**src/rtl/rot_cmd_sequencer.sv**
```systemverilog
// Command-driven sequencer for a WIDTH-bit rotate/shift register.
// Accepts LOAD/ROTL/ROTR/ASR over valid/ready and runs shifts one step per clock.
module rot_cmd_sequencer #(
    parameter int WIDTH = 8,
    parameter int AMT_W = $clog2(WIDTH)
) (
    input  logic             clk,
    input  logic             reset,
    input  logic             cmd_valid,
    output logic             cmd_ready,
    input  logic [1:0]       cmd_op,
    input  logic [WIDTH-1:0] cmd_data,
    input  logic [AMT_W-1:0] cmd_amount,
    input  logic             hold,
    output logic [WIDTH-1:0] q,
    output logic             busy,
    output logic             step,
    output logic [AMT_W-1:0] remaining,
    output logic             done
);

    typedef enum logic [1:0] {
        OP_LOAD = 2'd0,
        OP_ROTL = 2'd1,
        OP_ROTR = 2'd2,
        OP_ASR  = 2'd3
    } op_e;

    typedef enum logic {
        ST_IDLE = 1'b0,
        ST_RUN  = 1'b1
    } state_e;

    localparam logic [AMT_W-1:0] AMT_ZERO = '0;
    localparam logic [AMT_W-1:0] AMT_ONE  = AMT_W'(1);

    state_e           r_state;
    op_e              r_op;
    logic [WIDTH-1:0] r_q;
    logic             r_busy;
    logic             r_step;
    logic [AMT_W-1:0] r_remaining;
    logic             r_done;

    state_e           w_state_nxt;
    op_e              w_op_nxt;
    logic [WIDTH-1:0] w_q_nxt;
    logic             w_busy_nxt;
    logic             w_step_nxt;
    logic [AMT_W-1:0] w_remaining_nxt;
    logic             w_done_nxt;
    logic             w_accept;
    op_e              w_cmd_op;

    // One shift step of the register; LOAD never reaches here while running.
    function automatic logic [WIDTH-1:0] shift_once(input logic [WIDTH-1:0] val,
                                                    input op_e op);
        logic [WIDTH-1:0] res;
        res = val;
        case (op)
            OP_ROTL: res = {val[WIDTH-2:0], val[WIDTH-1]};
            OP_ROTR: res = {val[0], val[WIDTH-1:1]};
            OP_ASR:  res = {val[WIDTH-1], val[WIDTH-1:1]};
            default: res = val;
        endcase
        return res;
    endfunction

    assign cmd_ready = (r_state == ST_IDLE) && !reset;
    assign w_accept  = cmd_valid && cmd_ready;
    assign w_cmd_op  = op_e'(cmd_op);

    always_comb begin
        // NOTE: every always_comb output gets a default first so no path leaves it unassigned, which would infer a latch.
        w_state_nxt     = r_state;
        w_op_nxt        = r_op;
        w_q_nxt         = r_q;
        w_busy_nxt      = r_busy;
        w_step_nxt      = 1'b0;
        w_remaining_nxt = r_remaining;
        w_done_nxt      = 1'b0;

        case (r_state)
            ST_IDLE: begin
                if (w_accept) begin
                    if (w_cmd_op == OP_LOAD) begin
                        w_q_nxt    = cmd_data;
                        w_done_nxt = 1'b1;
                    end else if (cmd_amount == AMT_ZERO) begin
                        w_done_nxt = 1'b1;
                    end else begin
                        w_op_nxt        = w_cmd_op;
                        w_remaining_nxt = cmd_amount;
                        w_busy_nxt      = 1'b1;
                        w_state_nxt     = ST_RUN;
                    end
                end
            end

            ST_RUN: begin
                if (!hold) begin
                    w_q_nxt         = shift_once(r_q, r_op);
                    w_remaining_nxt = r_remaining - AMT_ONE;
                    w_step_nxt      = 1'b1;
                    if (r_remaining == AMT_ONE) begin
                        w_busy_nxt  = 1'b0;
                        w_done_nxt  = 1'b1;
                        w_state_nxt = ST_IDLE;
                    end
                end
            end

            default: w_state_nxt = ST_IDLE;
        endcase
    end

    // NOTE: sequential state uses non-blocking assignments so all registers update from the same pre-edge values.
    always_ff @(posedge clk) begin
        if (reset) begin
            r_state     <= ST_IDLE;
            r_op        <= OP_LOAD;
            r_q         <= '0;
            r_busy      <= 1'b0;
            r_step      <= 1'b0;
            r_remaining <= '0;
            r_done      <= 1'b0;
        end else begin
            r_state     <= w_state_nxt;
            r_op        <= w_op_nxt;
            r_q         <= w_q_nxt;
            r_busy      <= w_busy_nxt;
            r_step      <= w_step_nxt;
            r_remaining <= w_remaining_nxt;
            r_done      <= w_done_nxt;
        end
    end

    assign q         = r_q;
    assign busy      = r_busy;
    assign step      = r_step;
    assign remaining = r_remaining;
    assign done      = r_done;

endmodule
```
**config.mk**
```make
export PLATFORM = sky130hd
export DESIGN_NAME = rot_cmd_sequencer
export DESIGN_NICKNAME = d
export VERILOG_FILES = /design/src/rtl/rot_cmd_sequencer.sv
export SDC_FILE = /design/constraint.sdc
export NUM_CORES = 1
export LEC_CHECK = 0
export BUFFER_PORTS_ARGS = -buffer_cell sky130_fd_sc_hd__clkbuf_2
export CELL_PAD_IN_SITES_DETAIL_PLACEMENT = 2
export CELL_PAD_IN_SITES_GLOBAL_PLACEMENT = 2
export CORE_ASPECT_RATIO = 2
export CORE_MARGIN = 4
export CORE_UTILIZATION = 25
export CTS_CLUSTER_DIAMETER = 120
export DETAILED_ROUTE_END_ITERATION = 6
export MAX_ROUTING_LAYER = met4
export PLACE_DENSITY_LB_ADDON = 0.1
export SETUP_SLACK_MARGIN = 0.02
export SLEW_MARGIN = 20
export SYNTH_ARGS = -nofsm -noshare
export SYNTH_HDL_FRONTEND = slang
export SYNTH_SLANG_ARGS = --single-unit
```
**constraint.sdc**
```tcl
create_clock -name clk -period 1.7 [get_ports clk]
set_clock_uncertainty 0.2 [all_clocks]
set_input_delay 0.34 -clock clk [delete_from_list [all_inputs] [get_ports clk]]
set_output_delay 0.34 -clock clk [all_outputs]
set_load 0.005 [all_outputs]
```
## After elaboration in Yosys (flattened, before gate mapping)

Cells that the tools add are included.

- ROM bits: 0
- RAM bits: 0
- Bits in latches: 0
- Logic and storage cells: 65
- Flip-flop bits (word level): 17
- Output and inout bits: 15
- Memories: 0

- Reductions and logical operators: 11
- Muxes and demuxes: 29
- Shift-type cells: 0
- Magnitude comparators: 0
- $mul: 0
- $add $sub $neg: 1
- Equal/unequal tests: 13
- Div/mod/pow operators: 0
- Bitwise logic cells: 3

Operator list:

| operator | number |
|---|---|
| $mux W8 | 3 |
| $pmux W8 S3 | 1 |
| $mux W1 | 16 |
| $pmux W8 S2 | 1 |
| $mux W3 | 4 |
| $reduce_and A4 Y1 | 3 |
| $ne A2 B2 Y1 const B | 5 |
| $reduce_and A5 Y1 | 2 |
| $pmux W1 S2 | 3 |
| $pmux W3 S2 | 1 |
| $eq A2 B2 Y1 const B | 2 |
| $ne A2 B1 Y1 const B | 2 |
| $ne A4 B1 Y1 const B | 1 |
| $eq A3 B1 Y1 const B | 1 |
| $logic_not A3 Y1 | 1 |
| $ne A3 B1 Y1 const B | 1 |
| $not A1 Y1 | 3 |
| $sub A3 B1 Y3 const B | 1 |
| $eq A2 B1 Y1 const B | 1 |
| $logic_and A1 B1 Y1 | 2 |
| $logic_not A2 Y1 | 1 |
| $reduce_or A2 Y1 | 1 |
| $logic_not A1 Y1 | 1 |

## Depth between registers and ports, before layout

- Depth in word-level cells: 5
- Mapped depth: 7
- Depth with buffers taken out: 6

## Least setup slack after synthesis

No wires, ideal clock.

- Path kind: flip-flop to flip-flop
- Start: register r_op[0]
- End: register r_q[7], in the netlist q[7]
- Stages on the path, launching flop included: 8
- Slack: -73 ps
- Buffers on the path: 1
- Setup time: 86 ps
- Clock period less this slack: 1773 ps
- Arrival: 1487 ps
- Path through: dfxtp_1 -> inv_1 -> ha_1 -> or2_2 -> clkbuf_1 -> o22ai_1 -> a41oi_1 -> a211oi_1

- Word-level cells in the longest chain between the ends: 4
- Elaborated cells between the ends (all ways): 9
- Those cells by class: eq/ne: 5; mux: 3; reduce/logical: 1

RTL lines:

| what | line | source |
|---|---|---|
| start: declaration | 38 | `op_e r_op;` |
| start signal: assignment | 129 | `r_op <= w_op_nxt;` |
| $eq A2 B2 Y1 / $eq A2 B1 Y1 (equally long branches) | 60 | `case (op)` |
| $pmux W8 S3 | 60 |  |
| $mux W8 | 101 | `if (!hold) begin` |
| $pmux W8 S2 | 83 | `case (r_state)` |
| end signal: assignment | 130 | `r_q <= w_q_nxt;` |
| end: declaration | 39 | `logic [WIDTH-1:0] r_q;` |

Parallel ways exist; a longest one is shown, timed or not. The select of a mux whose other input is x is not followed.
A chain may end at the register's enable or synchronous reset.

## Final worst setup path

- Start: register r_state
- End: register r_q[0], in the netlist q[0]

- Word-level cells in the longest chain between the ends: 5
- Elaborated cells between the ends (all ways): 9
- Those cells by class: eq/ne: 4; mux: 1; bitwise: 1; reduce/logical: 3

RTL lines:

| what | line | source |
|---|---|---|
| start: declaration | 37 | `state_e r_state;` |
| start signal: assignment | 128 | `r_state <= w_state_nxt;` |
| $not A1 Y1 (no source line) | -- |  |
| $logic_and A1 B1 Y1 | 69 | `assign cmd_ready = (r_state == ST_IDLE) && !reset;` |
| $logic_and A1 B1 Y1 | 70 | `assign w_accept = cmd_valid && cmd_ready;` |
| $ne A2 B2 Y1 (no source line) | -- |  |
| $reduce_and A4 Y1 (no source line) | -- |  |

Parallel ways exist; a longest one is shown, timed or not.

==> impl_metrics.json <==
{
  "antenna_cells": 0,
  "yosys_warnings": 0,
  "synth_top_area_frac": 0.3342,
  "vias": 1071,
  "area_growth_pct": 42.88,
  "postSynthCellCount": 130,
  "hold_buffers": 0,
  "fin_cells": 221,
  "cts_root_buf": "clkbuf_8",
  "overflow": 0,
  "fin_nets": 194,
  "clkTransAtPathRegs_ns": 0.06,
  "max_stage_delay_ns": 0.40,
  "vdd.ir_drop.worst_mv": 0.5542,
  "placed_area_mm2": 0.001291,
  "ys_ff_latch": 17,
  "fp.dieW_um": 53.13,
  "clk_path_buf_depth": 2,
  "path_depth": 5,
  "relSlewSlack": 0.8042,
  "setup_violations": 0,
  "crit_end": "q[0]",
  "yosysSeqAreaShare": 0.3342,
  "rsz0062_at_grt": "yes",
  "io_pins": 32,
  "period_share": 0.9694,
  "dieArea_mm2": 0.005221,
  "cts_tree": "done",
  "viasPerCell": 4.846,
  "die_h_um": 98.27,
  "grt_pass1_vias": 1184,
  "power_density_mw_per_mm2": 729.5,
  "cp_cell_sequence": "or3b_4 -> o22ai_4 -> buf_12 -> nor2_2 -> a211oi_1",
  "initial_core_util": 0.2622,
  "grt_first_pass_wirelength_mm": 5.568,
  "antenna_found_initial": 0,
  "routed_wl_mm": 3.625,
  "place.port_buffers": 31,
  "status": "finished, final reports clean",
  "max_freq_mhz": 606.8,
  "synth_area_mm2": 0.001018,
  "syn_nets": 153,
  "grt_max_degree": 20,
  "fin_area_mm2": 0.001455,
  "insertion_delay_ns": 0.26,
  "drtPass1Iterations": 3,
  "r2r-start": "r_state",
  "final_common_cell": "clkbuf_2",
  "fin_tns_setup_ns": 0,
  "synth_area_per_cell_um2": 7.834,
  "utilization": 0.3747,
  "criticalPathCategory": "flip-flop to flip-flop",
  "min_period_ns": 1.648,
  "numClockSinks": 17,
  "power.leakage_uw": 0.0006156,
  "cts_buffers": 3,
  "drv_cap": 0,
  "wl_per_cell_um": 16.40,
  "dp_cells": 215,
  "required_ns": 1.67,
  "hold-worst-slack_ns": 0.1365,
  "arrival_ns": 1.62,
  "hpwl_mm": 2.793,
  "ant_nets": 0,
  "cp-start-kind": "flip-flop",
  "cts.htree.levels": 1,
  "hold_viol": 0,
  "synth_cell_types": 27,
  "r2r_end": "q[0]",
  "cp_num_buf_inv": 1,
  "layout-drive-gt1-share": 0.4118,
  "cp_top_family": "simple AND/OR/NAND/NOR gates",
  "end_kind": "flip-flop",
  "coreArea_mm2": 0.003884,
  "grt.total_usage": 0.1455,
  "tightest_slew_ns": 0.2937,
  "synth.area.top_cells": "dfxtp_1 (33%), ha_1 (7.4%), a21oi_1 (6.4%), o22ai_1 (5.5%), a211oi_1 (5.2%)",
  "drc": 0,
  "path_max_fanout": 7,
  "drtIter0Drc": 2,
  "worst_hold_path_type": "input pin to flip-flop",
  "rows": 32,
  "finalMaxSlewViolations": 0,
  "place_congestion": 0.7224,
  "setup.worst_path.start": "r_state",
  "reg2reg_slack_ns": 0.05,
  "layout_common_cells": "clkbuf_2 (31), dfxtp_1 (14), inv_1 (13), nor2_1 (13)",
  "r2r_cells": 5,
  "cp_slowest_cell": "or3b_4",
  "yosys.area.top_type": "dfxtp_1"
}
## synth_stat cells
library cell  instances
a21oi_1              13
or2_2                 2
and3_1                1
a211oi_2              3
nand2b_1              4
ha_1                  6
dfxtp_1              17
buf_6                 2
nor2_1               14
o32ai_1               1
nand2_1              12
clkbuf_1              6
a211oi_1              7
nor2b_1               3
or3b_4                1
o22ai_1               9
nand3_1               1
o21a_1                1
a41oi_1               1
o31a_1                1
o22ai_4               1
mux2i_1               2
nor3_1                2
inv_1                14
o21bai_1              1
or3_1                 1
o21ai_0               4
## stage by stage
step / total power (uW) / worst slack [ns]
after global placement: 717.3 / -0.02529
final: 1062 / 0.05200
after CTS: 1048 / -0.005391
after floorplan: 616.1 / 0.04538
after global routing: 1126 / -0.02069
after detailed placement: 729.9 / -0.08569
## layer usage
metal  part of all wire  track usage  vias to the layer above  wire, um
met2               0.60       0.2768                       27      2163
li1                   -            -                      526         -
met4              0.026      0.06102                        0        93
met1               0.34       0.1371                      512      1232
met5                  0            -                        -         0
met3              0.037      0.01527                        6       135
## power by group
group,switching [uW],internal (uW),total [uW]
clock,147,167,314
combinational,151,141,292
sequential,29.9,426,456
total,328,734,1060
## worst reg2reg max path, stage by stage (launching register included)
cell and delay, ns:
dfxtp_4 0.36, or3b_4 0.40, o22ai_4 0.24, buf_12 0.16, nor2_2 0.03, a211oi_1 0.17
## layout make-up
cell class | count | area (um2)
fill | 477 | 2429
multi-input combinational | 91 | 659.4
inverter | 14 | 55.05
clock buffer | 4 | 45.04
sequential | 17 | 349.1
tap | 51 | 63.81
timing repair buffer | 44 | 282.8
## sequential cells by signal, summed over array words and instances, names as in the netlist
register and count:
step 1, busy 1, r_state 1, q 8
remaining 3, done 1, r_op 2
## how the worst min path moves through the flow
stage | slack, ns | from | depth (start not counted) | endpoint
6_report | 0.14 | cmd_op[0] | 3 | r_op[0]
4_1_cts | 0.14 | cmd_op[0] | 3 | r_op[0]
5_1_grt | 0.16 | cmd_op[0] | 3 | r_op[0]
3_5_place_dp | 0.28 | r_op[0] | 2 | r_op[0]
2_1_floorplan | 0.26 | r_op[0] | 2 | r_op[0]
3_3_place_gp | 0.27 | busy | 2 | busy
## cell families (layout without fill, tap and decap cells)
| group | Yosys count | count (layout) | synth area share |
|---|---|---|---|
| AO/OA/AOI/OAI | 42 | 42 | 0.2875 |
| adder cells (fa/ha/maj) | 6 | 6 | 0.07371 |
| buffers and inverters | 22 | 62 | 0.09582 |
| flip-flops | 17 | 17 | 0.3342 |
| multiplexers | 2 | 2 | 0.01966 |
| AND/OR/NAND/NOR | 41 | 41 | 0.1892 |
## repair_timing
action,in CTS,in global routing
endpoints found under the setup margin,9,9
gates cloned,0,1
gates resized for setup,3,18
pin swaps,0,12
buffers inserted,0,1
Power figures use the tool's default switching activity.
